**config.mk**
```make
export PLATFORM = sky130hd
export DESIGN_NAME = ray_issue_fifo
export DESIGN_NICKNAME = d
export VERILOG_FILES = /design/src/rtl/craft_pipe_pkg.sv /design/src/rtl/ray_fifo_mem.sv /design/src/rtl/ray_issue_fifo.sv
export SDC_FILE = /design/constraint.sdc
export NUM_CORES = 1
export LEC_CHECK = 0
export ABC_AREA = 0
export BUFFER_PORTS_ARGS = -buffer_cell sky130_fd_sc_hd__buf_2
export CAP_MARGIN = 20
export CORE_ASPECT_RATIO = 1.2
export CORE_MARGIN = 4
export CORE_UTILIZATION = 50
export CTS_CLUSTER_SIZE = 12
export DETAILED_ROUTE_END_ITERATION = 10
export PLACE_DENSITY = 0.71
export SKIP_CTS_REPAIR_TIMING = 1
export SYNTH_ARGS = -nofsm -noshare
export SYNTH_HDL_FRONTEND = slang
export SYNTH_SLANG_ARGS = --single-unit
```
**constraint.sdc**
```tcl
create_clock -name clk -period 8.3 [get_ports clk]
set_input_delay 2.49 -clock clk [delete_from_list [all_inputs] [get_ports clk]]
set_output_delay 2.49 -clock clk [all_outputs]
set_load 0.01 [all_outputs]
```
**src/rtl/craft_pipe_pkg.sv**
```systemverilog
// Shared types and constants for the ray pipeline: descriptor layout and default
// issue-FIFO depth.
package craft_pipe_pkg;

    localparam int RAY_DESC_W     = 192;
    localparam int RAY_FIFO_DEPTH = 4;

    // Origin and direction are three 24-bit fixed-point components each.
    typedef struct packed {
        logic [71:0] origin;
        logic [71:0] dir;
        logic [47:0] id;
    } ray_desc_t;

    function automatic logic [47:0] ray_desc_id(input ray_desc_t desc);
        return desc.id;
    endfunction

endpackage

```
**src/rtl/ray_fifo_mem.sv**
```systemverilog
// Descriptor storage for the issue FIFO: DEPTH x DATA_W registers, one write
// port, one asynchronous read port, no reset.
module ray_fifo_mem #(
    parameter int  DATA_W = 192,
    parameter int  DEPTH  = 4,
    localparam int ADDR_W = $clog2(DEPTH)
) (
    input  logic              clk,
    input  logic              wr_en,
    input  logic [ADDR_W-1:0] wr_addr,
    input  logic [DATA_W-1:0] wr_data,
    input  logic [ADDR_W-1:0] rd_addr,
    output logic [DATA_W-1:0] rd_data
);

    logic [DATA_W-1:0] mem [DEPTH];

    always_ff @(posedge clk) begin
        if (wr_en) begin
            mem[wr_addr] <= wr_data;
        end
    end

    assign rd_data = mem[rd_addr];

endmodule

```
**src/rtl/ray_issue_fifo.sv**
```systemverilog
// First-word-fall-through FIFO feeding a latency-counter-gated pipeline stage.
// Optional RAY_ISSUE_BYPASS_EN passes a descriptor straight through when empty.
module ray_issue_fifo
    import craft_pipe_pkg::*;
#(
    parameter int  DATA_W = RAY_DESC_W,
    parameter int  DEPTH  = RAY_FIFO_DEPTH,
    localparam int ADDR_W = $clog2(DEPTH)
) (
    input  logic              clk,
    input  logic              rst_n,
    input  logic              flush,
    input  logic              in_valid,
    output logic              in_ready,
    input  logic [DATA_W-1:0] in_data,
    output logic              out_valid,
    input  logic              out_ready,
    output logic [DATA_W-1:0] out_data,
    output logic [ADDR_W:0]   level
);

    logic [ADDR_W:0]   wr_ptr;
    logic [ADDR_W:0]   rd_ptr;
    logic              empty;
    logic              full;
    logic              push;
    logic              pop;
    logic              bypass_take;
    logic [DATA_W-1:0] rd_data;

    // Pointers carry one extra wrap bit so full and empty are distinguishable.
    assign empty    = (wr_ptr == rd_ptr);
    assign full     = (wr_ptr[ADDR_W] != rd_ptr[ADDR_W]) &&
                      (wr_ptr[ADDR_W-1:0] == rd_ptr[ADDR_W-1:0]);
    assign level    = wr_ptr - rd_ptr;
    assign in_ready = ~full;

`ifdef RAY_ISSUE_BYPASS_EN
    assign bypass_take = empty & in_valid & out_ready;
    assign out_valid   = ~empty | in_valid;
    assign out_data    = !empty  ? rd_data :
                         in_valid ? in_data : '0;
`else
    assign bypass_take = 1'b0;
    assign out_valid   = ~empty;
    assign out_data    = empty ? '0 : rd_data;
`endif

    assign push = in_valid & in_ready & ~bypass_take;
    assign pop  = ~empty & out_ready;

    ray_fifo_mem #(
        .DATA_W (DATA_W),
        .DEPTH  (DEPTH)
    ) u_mem (
        .clk     (clk),
        .wr_en   (push & ~flush),
        .wr_addr (wr_ptr[ADDR_W-1:0]),
        .wr_data (in_data),
        .rd_addr (rd_ptr[ADDR_W-1:0]),
        .rd_data (rd_data)
    );

    // Flush wins over any push or pop landing on the same edge.
    always_ff @(posedge clk or negedge rst_n) begin
        if (!rst_n) begin
            wr_ptr <= '0;
            rd_ptr <= '0;
        end else if (flush) begin
            wr_ptr <= '0;
            rd_ptr <= '0;
        end else begin
            if (push) begin
                wr_ptr <= wr_ptr + 1'b1;
            end
            if (pop) begin
                rd_ptr <= rd_ptr + 1'b1;
            end
        end
    end

endmodule

```
Word level (Yosys, flattened, before mapping)
Memory sizes are Yosys's and may differ from the RTL's. Cells that the tools add are included.

Output and inout bits: 197. Memory bits (read-only): 0. Memories kept: 1. Latch bits: 0. Word-level logic and storage cells: 25. Bits in registers: 6. Input port bits: 197. RAM bits: 768.

Memories: u_mem.mem (words 4, width 192, rd ports 1, clocked after Yosys merged registers in 0, wr ports 1, line ray_fifo_mem.sv:16) `logic [DATA_W-1:0] mem [DEPTH];`.

Add/subtract/negate cells: 3. Bitwise operators: 6. Reduce and logical (&&, ||, !) cells: 3. Shifts and indexed selects: 0. Order comparisons: 0. Muxes and demuxes: 7. Divide/modulo/power cells: 0. $mul: 0. Equal/unequal tests: 3.

Operators by type and width (count): $mux W192 (1); $mux W3 (4); $add A3 B1 Y3 const B (2); $reduce_bool A2 Y1 (2); $and A1 B1 Y1 (3); $eq A3 B3 Y1 (1); $not A1 Y1 (3); $sub A3 B3 Y3 (1); $eq A2 B2 Y1 (1); $mux W1 (2); $logic_and A1 B1 Y1 (1); $ne A1 B1 Y1 (1).

Depth between registers and ports, before layout
Word-level depth: 7. Mapped depth: 9. Depth with buffers taken out: 5.

Modules after synthesis
From an unflattened synthesis, not the netlist that was laid out.

Cells, all modules: 1276. Area total of the unflattened synthesis: 29764.8 µm².

By module, submodules not included: ray_fifo_mem (area each 27938.0 µm², instances 1, cells each 1007, sequential area each 23062.1 µm²); ray_issue_fifo (area each 1826.8 µm², instances 1, cells each 269, sequential area each 150.1 µm²).

Least setup slack after synthesis
OpenSTA, ideal clock, no wires.

Path type: in2reg. Start point: input port in_valid. End point: memory u_mem.mem[0][0], enable pin. Buffers on the path: 1. Required time: 7.723 ns. Stages on the path: 3. Setup time: 0.577 ns. Data arrival time: 7.377 ns. Path slack: 0.346 ns. Cell sequence: clkbuf_1 nor2b_1 and3_1.

Cells in the longest elaborated chain, start to end: 4.

RTL lines: start, declared (line ray_issue_fifo.sv:13) `input logic in_valid,`; $and A1 B1 Y1 (line ray_issue_fifo.sv:49) `assign push = in_valid & in_ready & ~bypass_take;`; $and A1 B1 Y1 (line ray_issue_fifo.sv:57) `.wr_en (push & ~flush),`; $mux W1 (line ray_fifo_mem.sv:19) `if (wr_en) begin`; $mux W1 (implied by the code) (line ray_fifo_mem.sv:20) `mem[wr_addr] <= wr_data;`; end, declared (line ray_fifo_mem.sv:16).

No other way between the ends.

Worst setup path after layout
Start point: register rd_ptr[0]. End point: output port out_data[81].

Cells in the longest elaborated chain, start to end: 2. Elaborated cells on any way between the ends: 3. Those cells by class: eq/ne: 1; mux: 1; memory: 1.

RTL lines: start, declared (line ray_issue_fifo.sv:23) `logic [ADDR_W:0] rd_ptr;`; start signal, assigned (line ray_issue_fifo.sv:77) `rd_ptr <= rd_ptr + 1'b1;`; $mem_v2 Z4 W192 / $eq A3 B3 Y1 (equally long branches); $mux W192 (*) (line ray_issue_fifo.sv:46) `assign out_data = empty ? '0 : rd_data;`; end, declared (line ray_issue_fifo.sv:18) `output logic [DATA_W-1:0] out_data,`.

Every way passes the cells marked *; elsewhere a longest branch is shown, timed or not.

==> qor.csv <==
metric,value,unit
number of detailed-routing iterations run before antenna repair,5,
number of buffers inserted during clock tree synthesis,77,
die extent in x,230,um
Port Buf Inserts,393,
number of nets in the layout,1906,
maxcap violations,0,
synthesized netlist net count,1486,
CP Class,flip-flop to output pin,
Final Critical Period,6340,ps
Setup Total Neg Slack,0,ps
area delta synth->final,16.9,%
Yosys warning count,0,
most frequent standard cell in the layout excluding fill and tap cells,sky130_fd_sc_hd__edfxtp_1,
Critical Path Sink Type,output pin,
cell leakage power,11.6,nW
number of different library cells in the post-synthesis netlist,33,
classification of the worst-slack hold path,flip-flop to flip-flop,
critical path data arrival time,3850,ps
Mapped Area,29600,sq um
count of final hold-check violations,0,
gr ovfl total,0,
antenna violations before repair,29,
clock-pin transition on the worst setup and hold timing paths,60,ps
per-cell via count in the routed design,5.47,
transition at the pin with the smallest max-transition slack,1010,ps
Die Outline Area,63100,sq um
post-place setup slack,2440,ps
average routed wire per standard cell,23.2,um
DP HPWL,35.1,mm
smallest setup slack after layout,1960,ps
Global Route Usage Sum,0.187,
post-detailed-route count of antenna-violating nets,0,
core region area,58500,sq um
hold_ws,619,ps
number of placed I/O pins,394,
routability-driven placement congestion ratio,0.741,
routed vias,13900,
fraction of final layout cells with drive strength greater than 1,0.401,
share of the core filled with cells in the final layout,0.591,
top fanout value on the critical path,41,
share of the yosys chip area belonging to registers,0.785,
Max Root-Sink Buffers,3,
mean instance size in the synthesized netlist,23.1,sq um
"commonest cells after routing, fill and taps aside","sky130_fd_sc_hd__edfxtp_1, sky130_fd_sc_hd__buf_2, sky130_fd_sc_hd__mux4_2, sky130_fd_sc_hd__and2_1, sky130_fd_sc_hd__clkbuf_16",
Post-Layout Inst Area,34600,sq um
slew margin rel.,0.324,
Setup crit start kind,flip-flop,
post-synthesis cell count,1281,
CTS HTree Levels,3,
# DRC,0,
Setup Viol. Count Final,0,
post-synthesis register bit count,774,
standard-cell rows,97,
Routed Wire Length,59.0,mm
placed cell areas,32300,sq um
clock tree from TritonCTS,built,
first-pass GRT wire length,89.9,mm
library cell used as clock root buffer,sky130_fd_sc_hd__clkbuf_16,
maximum VDD drop,0.275,mV
die boundary height,274,um
pin count of the biggest net entering global routing,118,
run status,finished clean,
via count of the first global-routing pass,14900,
maximum clock frequency,158,MHz
Slew Limit Fails,0,
crit share post-route,0.764,
clock network latency to the later pin of the worst-skew pair,600,ps
initial detailed-routing violation count,879,
unrepaired setup endpoints after global routing,false,
total number of clock tree sinks,774,
starting utilization of the core area,0.506,
Critical Path RT,5810,ps
total power divided by cell area,357,nW/um^2
setup skew after layout,27.0,ps
==> logic make-up after synthesis <==
logic type,share of synthesized area
mux,0.147
buf+inv,0.0154
xor+xnor,0.000846
fa+ha+maj,0.00364
flops,0.785
compound gates,0.00258
simple gates,0.0464
==> cell usage after synthesis <==
master	number	share of area
sky130_fd_sc_hd__nand3_2	1	0.00034
sky130_fd_sc_hd__or4_1	2	0.00051
sky130_fd_sc_hd__inv_1	5	0.00063
sky130_fd_sc_hd__buf_4	2	0.00051
sky130_fd_sc_hd__a32oi_1	1	0.00030
sky130_fd_sc_hd__xnor2_2	1	0.00055
sky130_fd_sc_hd__nor2b_1	2	0.00042
sky130_fd_sc_hd__or2_2	1	0.00021
sky130_fd_sc_hd__a21oi_1	3	0.00051
sky130_fd_sc_hd__nand2_1	4	0.00051
sky130_fd_sc_hd__dfrtp_1	6	0.0051
sky130_fd_sc_hd__o311ai_0	1	0.00030
sky130_fd_sc_hd__buf_2	26	0.0044
sky130_fd_sc_hd__and3_1	5	0.0011
sky130_fd_sc_hd__edfxtp_1	768	0.78
sky130_fd_sc_hd__nor2_1	3	0.00038
sky130_fd_sc_hd__nand4b_1	2	0.00059
sky130_fd_sc_hd__mux2_2	1	0.00038
sky130_fd_sc_hd__and2_1	192	0.041
sky130_fd_sc_hd__mux4_2	192	0.15
sky130_fd_sc_hd__o211ai_1	1	0.00025
sky130_fd_sc_hd__clkbuf_1	21	0.0027
sky130_fd_sc_hd__nand3_1	4	0.00068
sky130_fd_sc_hd__fa_1	1	0.00068
sky130_fd_sc_hd__nand3b_1	1	0.00025
sky130_fd_sc_hd__nand4bb_1	1	0.00038
sky130_fd_sc_hd__a311oi_1	1	0.00030
sky130_fd_sc_hd__a31oi_1	3	0.00063
sky130_fd_sc_hd__buf_6	19	0.0072
sky130_fd_sc_hd__xnor2_1	1	0.00030
sky130_fd_sc_hd__a211o_1	1	0.00030
sky130_fd_sc_hd__ha_1	7	0.0030
sky130_fd_sc_hd__nor3b_1	2	0.00051
==> worst paths after layout <==
| kind | end | cells past startpoint | start | slack (ps) |
|---|---|---|---|---|
| max in group asynchronous | rd_ptr[1] | 1 | rst_n | 6400 |
| min reg2reg | wr_ptr[1] | 2 | wr_ptr[1] | 620 |
| min in group asynchronous | wr_ptr[0] | 1 | rst_n | 1710 |
| max | out_data[81] | 5 | rd_ptr[0] | 1960 |
| max reg2reg | u_mem.mem[1][119] | 6 | rd_ptr[1] | 4340 |
| min | wr_ptr[1] | 2 | wr_ptr[1] | 620 |
==> layer usage <==
metal,track usage,vias to the layer above,share of wire
met1,0.246,7196,0.39
met4,0.0648,24,0.023
met3,0.0597,109,0.084
met2,0.299,487,0.50
li1,-,6115,-
met5,0,-,0.0023
==> power by group <==
| group | switching (mW) | total (mW) | internal [mW] | leakage, nW |
|---|---|---|---|---|
| Sequential | 0.132 | 4.80 | 4.67 | 7.05 |
| Combinational | 2.46 | 4.44 | 1.98 | 3.51 |
| Clock | 1.33 | 3.11 | 1.78 | 1.06 |
| Total | 3.92 | 12.4 | 8.44 | 11.6 |
==> state kept, by name (all words and copies together), names as in the netlist <==
register and flops:
wr_ptr 3, rd_ptr 3, u_mem.mem 768
==> critical path: stages (launching register included) <==
cell and delay, ps:
sky130_fd_sc_hd__dfrtp_4 720, sky130_fd_sc_hd__buf_4 720, sky130_fd_sc_hd__buf_4 760, sky130_fd_sc_hd__mux4_2 620, sky130_fd_sc_hd__and2_1 190, sky130_fd_sc_hd__buf_2 140
==> final cells by class <==
type / count / area (sq um)
fillers: 4218 / 23900
flip-flops and latches: 774 / 23200
multi-input cells: 434 / 5950
repair buffers: 409 / 2170
clock buffers: 101 / 2050
well taps: 792 / 991
clock inverters: 14 / 148
diodes: 16 / 40.0
inverters: 5 / 18.8
==> stage by stage <==
stage	instances	power, mW
floorplan	1281	7.78
global placement	2413	9.36
detailed placement	2414	9.42
CTS	2529	12.6
global route	2540	13.0
finish	2545	12.4
Power figures use the tool's default switching activity.
